==> src/rtl/frame_timer_bank.sv <==
// frame_timer_bank: bank of N_CH frame-tick counters driven by one
// asynchronous new_frame strobe.
//
// Ports:
//   clk         system clock, all state changes on its rising edge
//   reset       asynchronous active-low reset
//   new_frame   frame strobe, asynchronous; each rising edge is one tick
//   start       per-channel start/restart request (one cycle)
//   stop        per-channel abort request (one cycle)
//   pause       per-channel level, freezes a running channel
//   loop_mode   per-channel wrap (1) / one-shot (0), latched at start
//   limit       per-channel terminal count, channel i at [i*WIDTH +: WIDTH]
//   count       per-channel frame count, same packing as limit
//   running     per-channel, high while in RUN
//   done        per-channel sticky, high while in DONE
//   done_pulse  per-channel one-cycle pulse on each terminal-count event
module frame_timer_bank #(
    parameter int N_CH        = 4,
    parameter int WIDTH       = 16,
    parameter int SYNC_STAGES = 2
) (
    input  logic                    clk,
    input  logic                    reset,
    input  logic                    new_frame,
    input  logic [N_CH-1:0]         start,
    input  logic [N_CH-1:0]         stop,
    input  logic [N_CH-1:0]         pause,
    input  logic [N_CH-1:0]         loop_mode,
    input  logic [N_CH*WIDTH-1:0]   limit,
    output logic [N_CH*WIDTH-1:0]   count,
    output logic [N_CH-1:0]         running,
    output logic [N_CH-1:0]         done,
    output logic [N_CH-1:0]         done_pulse
);

    typedef enum logic [1:0] {
        IDLE  = 2'd0,
        RUN   = 2'd1,
        PAUSE = 2'd2,
        DONE  = 2'd3
    } state_t;

    logic [SYNC_STAGES-1:0] sync_q;
    logic [SYNC_STAGES-1:0] vld_q;
    logic                   prev_q;
    logic                   blocked_q;
    logic                   tick_q;
    logic                   sync_last;
    logic                   vld_last;

    assign sync_last = sync_q[SYNC_STAGES-1];
    assign vld_last  = vld_q[SYNC_STAGES-1];

    // vld_q marks when sync_last holds a real post-reset sample.
    // blocked_q stays set until such a sample is low, so a strobe
    // already high at reset release cannot produce a tick.
    always_ff @(posedge clk or negedge reset) begin
        if (!reset) begin
            sync_q    <= '0;
            vld_q     <= '0;
            prev_q    <= 1'b0;
            blocked_q <= 1'b1;
            tick_q    <= 1'b0;
        end else begin
            sync_q <= {sync_q[SYNC_STAGES-2:0], new_frame};
            vld_q  <= {vld_q[SYNC_STAGES-2:0], 1'b1};
            prev_q <= sync_last;
            if (vld_last && !sync_last) begin
                blocked_q <= 1'b0;
            end
            tick_q <= !blocked_q && sync_last && !prev_q;
        end
    end

    for (genvar i = 0; i < N_CH; i++) begin : g_ch
        state_t           state_q;
        logic [WIDTH-1:0] cnt_q;
        logic [WIDTH-1:0] lim_q;
        logic             mode_q;
        logic             run_q;
        logic             done_q;
        logic             pulse_q;
        logic [WIDTH-1:0] nxt;
        logic [WIDTH-1:0] lim_in;

        assign lim_in = limit[i*WIDTH +: WIDTH];
        assign nxt    = cnt_q + WIDTH'(1);

        always_ff @(posedge clk or negedge reset) begin
            if (!reset) begin
                state_q <= IDLE;
                cnt_q   <= '0;
                lim_q   <= '0;
                mode_q  <= 1'b0;
                run_q   <= 1'b0;
                done_q  <= 1'b0;
                pulse_q <= 1'b0;
            end else begin
                pulse_q <= 1'b0;
                if (stop[i]) begin
                    state_q <= IDLE;
                    cnt_q   <= '0;
                    run_q   <= 1'b0;
                    done_q  <= 1'b0;
                end else if (start[i]) begin
                    lim_q  <= lim_in;
                    mode_q <= loop_mode[i];
                    cnt_q  <= '0;
                    if (lim_in == '0) begin
                        // zero limit terminates at once
                        state_q <= DONE;
                        run_q   <= 1'b0;
                        done_q  <= 1'b1;
                        pulse_q <= 1'b1;
                    end else begin
                        state_q <= RUN;
                        run_q   <= 1'b1;
                        done_q  <= 1'b0;
                    end
                end else begin
                    unique case (state_q)
                        RUN: begin
                            if (pause[i]) begin
                                state_q <= PAUSE;
                                run_q   <= 1'b0;
                            end else if (tick_q) begin
                                if (nxt == lim_q) begin
                                    pulse_q <= 1'b1;
                                    if (mode_q) begin
                                        cnt_q <= '0;
                                    end else begin
                                        cnt_q   <= lim_q;
                                        state_q <= DONE;
                                        run_q   <= 1'b0;
                                        done_q  <= 1'b1;
                                    end
                                end else begin
                                    cnt_q <= nxt;
                                end
                            end
                        end
                        PAUSE: begin
                            if (!pause[i]) begin
                                state_q <= RUN;
                                run_q   <= 1'b1;
                            end
                        end
                        IDLE, DONE: begin
                            state_q <= state_q;
                        end
                        default: begin
                            state_q <= IDLE;
                            run_q   <= 1'b0;
                            done_q  <= 1'b0;
                        end
                    endcase
                end
            end
        end

        assign count[i*WIDTH +: WIDTH] = cnt_q;
        assign running[i]              = run_q;
        assign done[i]                 = done_q;
        assign done_pulse[i]           = pulse_q;
    end

endmodule

==> config.mk <==
export PLATFORM = sky130hd
export DESIGN_NAME = frame_timer_bank
export DESIGN_NICKNAME = d
export VERILOG_FILES = /design/src/rtl/frame_timer_bank.sv
export SDC_FILE = /design/constraint.sdc
export NUM_CORES = 1
export LEC_CHECK = 0
export ABC_AREA = 1
export BUFFER_PORTS_ARGS = -buffer_cell sky130_fd_sc_hd__buf_2
export CAP_MARGIN = 10
export CORE_MARGIN = 2
export CORE_UTILIZATION = 60
export CTS_CLUSTER_SIZE = 14
export DETAILED_ROUTE_END_ITERATION = 10
export PLACE_DENSITY = 0.82
export SYNTH_ARGS = -nofsm -noshare
export SYNTH_HDL_FRONTEND = slang
export SYNTH_SLANG_ARGS = --single-unit
==> constraint.sdc <==
create_clock -name clk -period 4.4 [get_ports clk]
set_input_delay 0.66 -clock clk [delete_from_list [all_inputs] [get_ports clk]]
set_output_delay 0.66 -clock clk [all_outputs]
set_load 0.02 [all_outputs]
# Word level (Yosys, flattened, before mapping)
# Index checks and enable logic that the tools add are counted.
[op_classes]
add_sub_neg = 4
mul = 0
div_mod_pow = 0
order_cmp = 0
eq_ne = 44
shifts = 0
n_mux = 156
bitwise_logic = 4
reduce_logical = 54
[op_table]
columns = ["operator", "n"]
rows = [
  ["$mux W16", 28],
  ["$mux W1", 88],
  ["$add A16 B1 Y16 const B", 4],
  ["$eq A16 B16 Y1", 4],
  ["$logic_not A16 Y1", 4],
  ["$mux W2", 32],
  ["$ne A5 B5 Y1 const B", 12],
  ["$reduce_and A5 Y1", 12],
  ["$ne A3 B3 Y1 const B", 12],
  ["$reduce_bool A3 Y1", 12],
  ["$eq A2 B2 Y1 const B", 8],
  ["$ne A4 B4 Y1 const B", 4],
  ["$pmux W2 S2", 4],
  ["$reduce_bool A4 Y1", 4],
  ["$reduce_and A3 Y1", 4],
  ["$eq A2 B1 Y1 const B", 4],
  ["$logic_not A2 Y1", 4],
  ["$pmux W1 S2", 4],
  ["$reduce_and A2 Y1", 4],
  ["$reduce_or A2 Y1", 4],
  ["$not A1 Y1", 4],
  ["$logic_and A1 B1 Y1", 3],
  ["$logic_not A1 Y1", 3],
]
[word_totals]
reg_bits = 159
latch_bits = 0
mem_bits_rw = 0
mem_bits_ro = 0
n_memories = 0

# Logic depth before layout (Yosys ltp)
[depth]
ltp_word = 8
ltp_mapped = 18
depth_no_buf = 18

# Worst setup path after synthesis
# No wires, ideal clock.
[synth_timing]
kind = "register -> register"
startpoint = "reg g_ch[0].cnt_q[0]"
endpoint = "reg g_ch[0].cnt_q[10]"
setup_ps = 131
arrival_ps = 2197
path_slack_ps = 2072
stages_incl_launch_ff = 16
synth_period_minus_slack_ps = 2328
path_cell_list = "dfrtp_1 > ha_1 > nand3_1 > nor2_1 > nand2_1 > nand2_1 > nand2_1 > nand2_1 > nand2_1 > nor2_1 > nand3_1 > nor2_1 > buf_2 > nand3_1 > nand3_1 > o21ai_0"
[synth_via]
elab_chain_len = 8
[synth_rtl]
columns = ["item", "line_no", "text"]
rows = [
  ["start: declaration", "77", "logic [WIDTH-1:0] cnt_q;"],
  ["start signal: assignment", "132", "cnt_q <= lim_q;"],
  ["start signal: assignment", "138", "cnt_q <= nxt;"],
  ["$add A16 B1 Y16 *", "87", "assign nxt = cnt_q + WIDTH'(1);"],
  ["$eq A16 B16 Y1", "127", "if (nxt == lim_q) begin"],
  ["$mux W16 *", "127", ""],
  ["$mux W16 *", "126", "end else if (tick_q) begin"],
  ["$mux W16 *", "123", "if (pause[i]) begin"],
  ["$mux W16 *", "121", "unique case (state_q)"],
  ["$mux W16 *", "105", "end else if (start[i]) begin"],
  ["$mux W16 *", "100", "if (stop[i]) begin"],
]
# Mark *: on every way between the ends. The rest lies on a longest branch, timed or not. The select of a mux whose other input is x is not followed.
# A chain may end at the register's enable or synchronous reset.

# Final worst setup path
[layout_timing]
startpoint = "reg g_ch[2].cnt_q[0]"
endpoint = "reg g_ch[2].cnt_q[14]"
[layout_via]
elab_chain_len = 8
[layout_rtl]
columns = ["item", "line_no"]
rows = [
  ["start: declaration", "77"],
  ["start signal: assignment", "132"],
  ["start signal: assignment", "138"],
  ["$add A16 B1 Y16 *", "87"],
  ["$eq A16 B16 Y1", "127"],
  ["$mux W16 *", "127"],
  ["$mux W16 *", "126"],
  ["$mux W16 *", "123"],
  ["$mux W16 *", "121"],
  ["$mux W16 *", "105"],
  ["$mux W16 *", "100"],
]
# Marks and branches as above.

==> results.py <==
metrics = {
    "run_status": {
        "run_status": "complete, no violations",
    },
    "grt": {
        "global_route.usage.total": 0.302,
        "vias_in_the_first_global_route": 9740,
        "grt_first_pass_wirelength_microns": 45600,
        "initial_antenna_violation_count": 1,
        "largest_net_degree_at_the_start_of_global_routing": 82,
        "grt_overflow": 0,
    },
    "routing": {
        "routed_wire_length_per_instance_microns": 14.4,
        "antenna_violating_nets_post_route": 0,
        "avgViaCountPerCell": 5.59,
        "dr.first_iter.drc_count": 1056,
        "drc": 0,
        "finalWirelength_microns": 28300,
        "via_count": 11000,
        "drt_first_pass_iters": 6,
    },
    "synthesis": {
        "yosysTopAreaCellShare": 0.370,
        "synth-edff-count": 0,
        "yosysWarningCount": 0,
        "synth_fp_nets": 1689,
        "synthDominantAreaCellType": "sky130_fd_sc_hd__dfrtp_1",
        "post_synthesis_instance_area_sq_um": 10700,
        "post-synth-top-count-cell": "sky130_fd_sc_hd__nand2_1",
        "postSynthCellCount": 1594,
        "post_synth.cell_area_avg_sq_um": 6.70,
        "synth.distinct_cells": 43,
        "yosysSeqAreaShare": 0.373,
        "synth_ff_type": "sky130_fd_sc_hd__dfrtp_1",
        "postSynth.asyncResetShare": 1.00,
        "synth_top_cells_by_count": "sky130_fd_sc_hd__nand2_1 (563), sky130_fd_sc_hd__inv_1 (185), sky130_fd_sc_hd__dfrtp_1 (158)",
        "synth_seq_cells": 159,
        "leading_post_synthesis_cells_by_cell_area": "sky130_fd_sc_hd__dfrtp_1 (37%), sky130_fd_sc_hd__nand2_1 (20%), sky130_fd_sc_hd__nand3_1 (7.0%), sky130_fd_sc_hd__inv_1 (6.5%), sky130_fd_sc_hd__nor2_1 (4.5%)",
    },
    "timing": {
        "setup_tns_ps": 0,
        "actual_slew_at_the_worst_max_slew_pin_ps": 1240,
        "clock_period_minus_worst_slack_ps": 3090,
        "finalHoldWorstSlack_ps": 249,
        "clock-skew-final_ps": 13.9,
        "report.final.slew_viol_count": 0,
        "timing.slew.headroom": 0.172,
        "clock.fmax_mhz": 324,
        "hold_viol": 0,
        "setup_viol": 0,
        "rsz_0062_raised_after_global_routing": "false",
        "fin_crit_sh": 0.702,
    },
    "die": {
        "fp.dieW_microns": 137,
        "floorplan.die.height_microns": 137,
        "design.die.area_sq_um": 18900,
        "fp.coreArea_sq_um": 17400,
        "num_io_pins": 159,
        "initial_core_util": 0.615,
        "std_cell_rows": 48,
    },
    "cts": {
        "clk-insertion-delay-late_ps": 430,
        "cts-buffers-inserted": 17,
        "clock_tree.buffer_depth": 2,
        "cts_num_sinks": 159,
        "cts-root-buf": "sky130_fd_sc_hd__clkbuf_16",
        "cts_post_setup_buffers_inserted": 0,
        "htreeDepth": 4,
        "cts_tree": "built",
        "cts_hold_buffers": 0,
        "cts.reportedPaths.clkPinSlew_ps": 70,
        "post_cts_resized": 0,
    },
    "critical_path": {
        "worst_setup_path_end_kind": "register",
        "critical_path_class": "reg2reg",
        "critPathRequiredTime_ps": 4770,
        "critPathArrivalTime_ps": 3450,
        "worst-path-max-fanout": 15,
        "crit_path_start_kind": "register",
    },
    "layout": {
        "post_route_cells_drive_above_1_share": 0.135,
        "utilization": 0.700,
        "nNetsFinal": 1820,
        "layout-area-overhead-vs-synth_pct": 13.8,
        "nFillCells": 1468,
    },
    "placed_design": {
        "io_buffer_count": 158,
        "dp_hpwl_microns": 20300,
        "gp_routability_congestion": 0.944,
    },
    "run": {
        "maxCapViolations": 0,
    },
    "hold_path": {
        "class_of_the_most_critical_hold_timing_path": "in2async",
    },
    "pwr": {
        "power.density_cell_area_nw_per_um2": 317,
        "p_leak_uw": 0.00645,
        "vdd_drop_max_mv": 0.280,
    },
}
-- placed cells by master (no fill, tap or decap), types with 2 or more instances in the layout --
master,instances
sky130_fd_sc_hd__nand3_1,149
sky130_fd_sc_hd__nor2_2,7
sky130_fd_sc_hd__diode_2,2
sky130_fd_sc_hd__and2_1,7
sky130_fd_sc_hd__o211ai_1,7
sky130_fd_sc_hd__clkinv_2,2
sky130_fd_sc_hd__xor3_1,2
sky130_fd_sc_hd__o21a_1,2
sky130_fd_sc_hd__o22ai_1,2
sky130_fd_sc_hd__clkbuf_1,2
sky130_fd_sc_hd__xnor2_1,9
sky130_fd_sc_hd__clkbuf_16,17
sky130_fd_sc_hd__buf_4,9
sky130_fd_sc_hd__buf_2,157
sky130_fd_sc_hd__nand2_2,3
sky130_fd_sc_hd__nor2_1,129
sky130_fd_sc_hd__nor4_1,4
sky130_fd_sc_hd__inv_1,185
sky130_fd_sc_hd__nand3_2,2
sky130_fd_sc_hd__xor2_1,21
sky130_fd_sc_hd__mux2_2,7
sky130_fd_sc_hd__nor3_2,2
sky130_fd_sc_hd__ha_1,12
sky130_fd_sc_hd__o21ai_0,83
sky130_fd_sc_hd__a21oi_1,44
sky130_fd_sc_hd__clkinv_1,3
sky130_fd_sc_hd__clkinvlp_4,3
sky130_fd_sc_hd__nand4_1,69
sky130_fd_sc_hd__bufinv_16,4
sky130_fd_sc_hd__nand2_1,563
sky130_fd_sc_hd__o21bai_1,2
sky130_fd_sc_hd__nor2_4,4
sky130_fd_sc_hd__nor3_1,12
sky130_fd_sc_hd__a21boi_0,3
sky130_fd_sc_hd__dfrtp_1,158
sky130_fd_sc_hd__o41ai_1,2
sky130_fd_sc_hd__nand3b_1,18
sky130_fd_sc_hd__o21ai_1,9
sky130_fd_sc_hd__clkbuf_8,2
sky130_fd_sc_hd__or2_2,10
-- cell type report --
| class | count | area (sq um) | share of cell area |
|---|---|---|---|
| Clock buffer | 21 | 460 | 0.0379 |
| Sequential cell | 159 | 3980 | 0.327 |
| Tap cell | 225 | 282 | 0.0232 |
| Antenna cell | 2 | 5.00 | 0.000412 |
| Multi-Input combinational cell | 1192 | 5700 | 0.469 |
| Clock inverter | 10 | 161 | 0.0133 |
| Inverter | 188 | 706 | 0.0580 |
| Timing Repair Buffer | 167 | 865 | 0.0711 |
-- worst max-delay path, stage by stage, from the launching register on --
cell and delay [ps]:
sky130_fd_sc_hd__dfrtp_1 480, sky130_fd_sc_hd__ha_1 240, sky130_fd_sc_hd__nand2_1 120, sky130_fd_sc_hd__nor2_1 230, sky130_fd_sc_hd__nand3_1 110, sky130_fd_sc_hd__nand2_1 110
sky130_fd_sc_hd__nand2_1 80, sky130_fd_sc_hd__nand2_1 60, sky130_fd_sc_hd__nand2_1 60, sky130_fd_sc_hd__inv_1 60, sky130_fd_sc_hd__nand2_1 70, sky130_fd_sc_hd__nor3_2 540
sky130_fd_sc_hd__nand3_2 460, sky130_fd_sc_hd__nand2_1 190, sky130_fd_sc_hd__nand3_1 100, sky130_fd_sc_hd__nand2_1 120
-- worst paths after layout --
check	start	to	slack, ps	depth (start not counted)
max in group asynchronous	reset	blocked_q	3210	2
min in group clk	sync_q[0]	sync_q[1]	350	0
worst max-delay path	g_ch[2].cnt_q[0]	g_ch[2].cnt_q[14]	1310	15
worst min-delay path	reset	g_ch[0].cnt_q[12]	250	1
worst min register to register	sync_q[0]	sync_q[1]	350	0
worst max register to register	g_ch[2].cnt_q[0]	g_ch[2].cnt_q[14]	1310	15
-- registers in the layout, indices dropped and copies added, names as in the netlist --
| signal | count |
|---|---|
| prev_q | 1 |
| tick_q | 1 |
| blocked_q | 1 |
| g_ch.cnt_q | 64 |
| g_ch.run_q | 4 |
| g_ch.pulse_q | 4 |
| g_ch.state_q | 8 |
| g_ch.done_q | 4 |
| sync_q | 2 |
| vld_q | 2 |
| g_ch.mode_q | 4 |
| g_ch.lim_q | 64 |
-- power breakdown --
part           switching [uW]  total [uW]  internal (uW)
Sequential                117        1680           1570
Clock                     610        1590            976
Combinational             381         589            208
Total                    1110        3860           2750
-- metrics by stage --
| step | power, uW | area (sq um) | worst slack, ps | cells |
|---|---|---|---|---|
| floorplan | 2090 | 10700 | 2070 | 1594 |
| global placement | 2260 | 11500 | 1560 | 1931 |
| CTS | 3870 | 12200 | 1390 | 1962 |
| finish | 3860 | 12200 | 1310 | 1964 |
| detailed placement | 2280 | 11500 | 1420 | 1931 |
| global route | 4020 | 12200 | 1060 | 1963 |
-- cells by family after synthesis --
group	count (synthesis)	share of synthesized area
other	1	0.000351
AND/OR/NAND/NOR	982	0.402
XOR/XNOR	33	0.0312
multiplexers	7	0.00738
buffers and inverters	243	0.0943
AO/OA/AOI/OAI	157	0.0784
adder cells (fa/ha/maj)	12	0.0141
flip-flops	159	0.373
-- per-layer routing --
layer  up-vias  track usage  wire (microns)
met5         -            0               0
met4         0       0.0962             538
met3        64       0.0522            2340
met2       502        0.477           12900
met1      5031        0.423           12500
li1       5384            -               -
No activity file was read; power rests on OpenSTA's default activity.
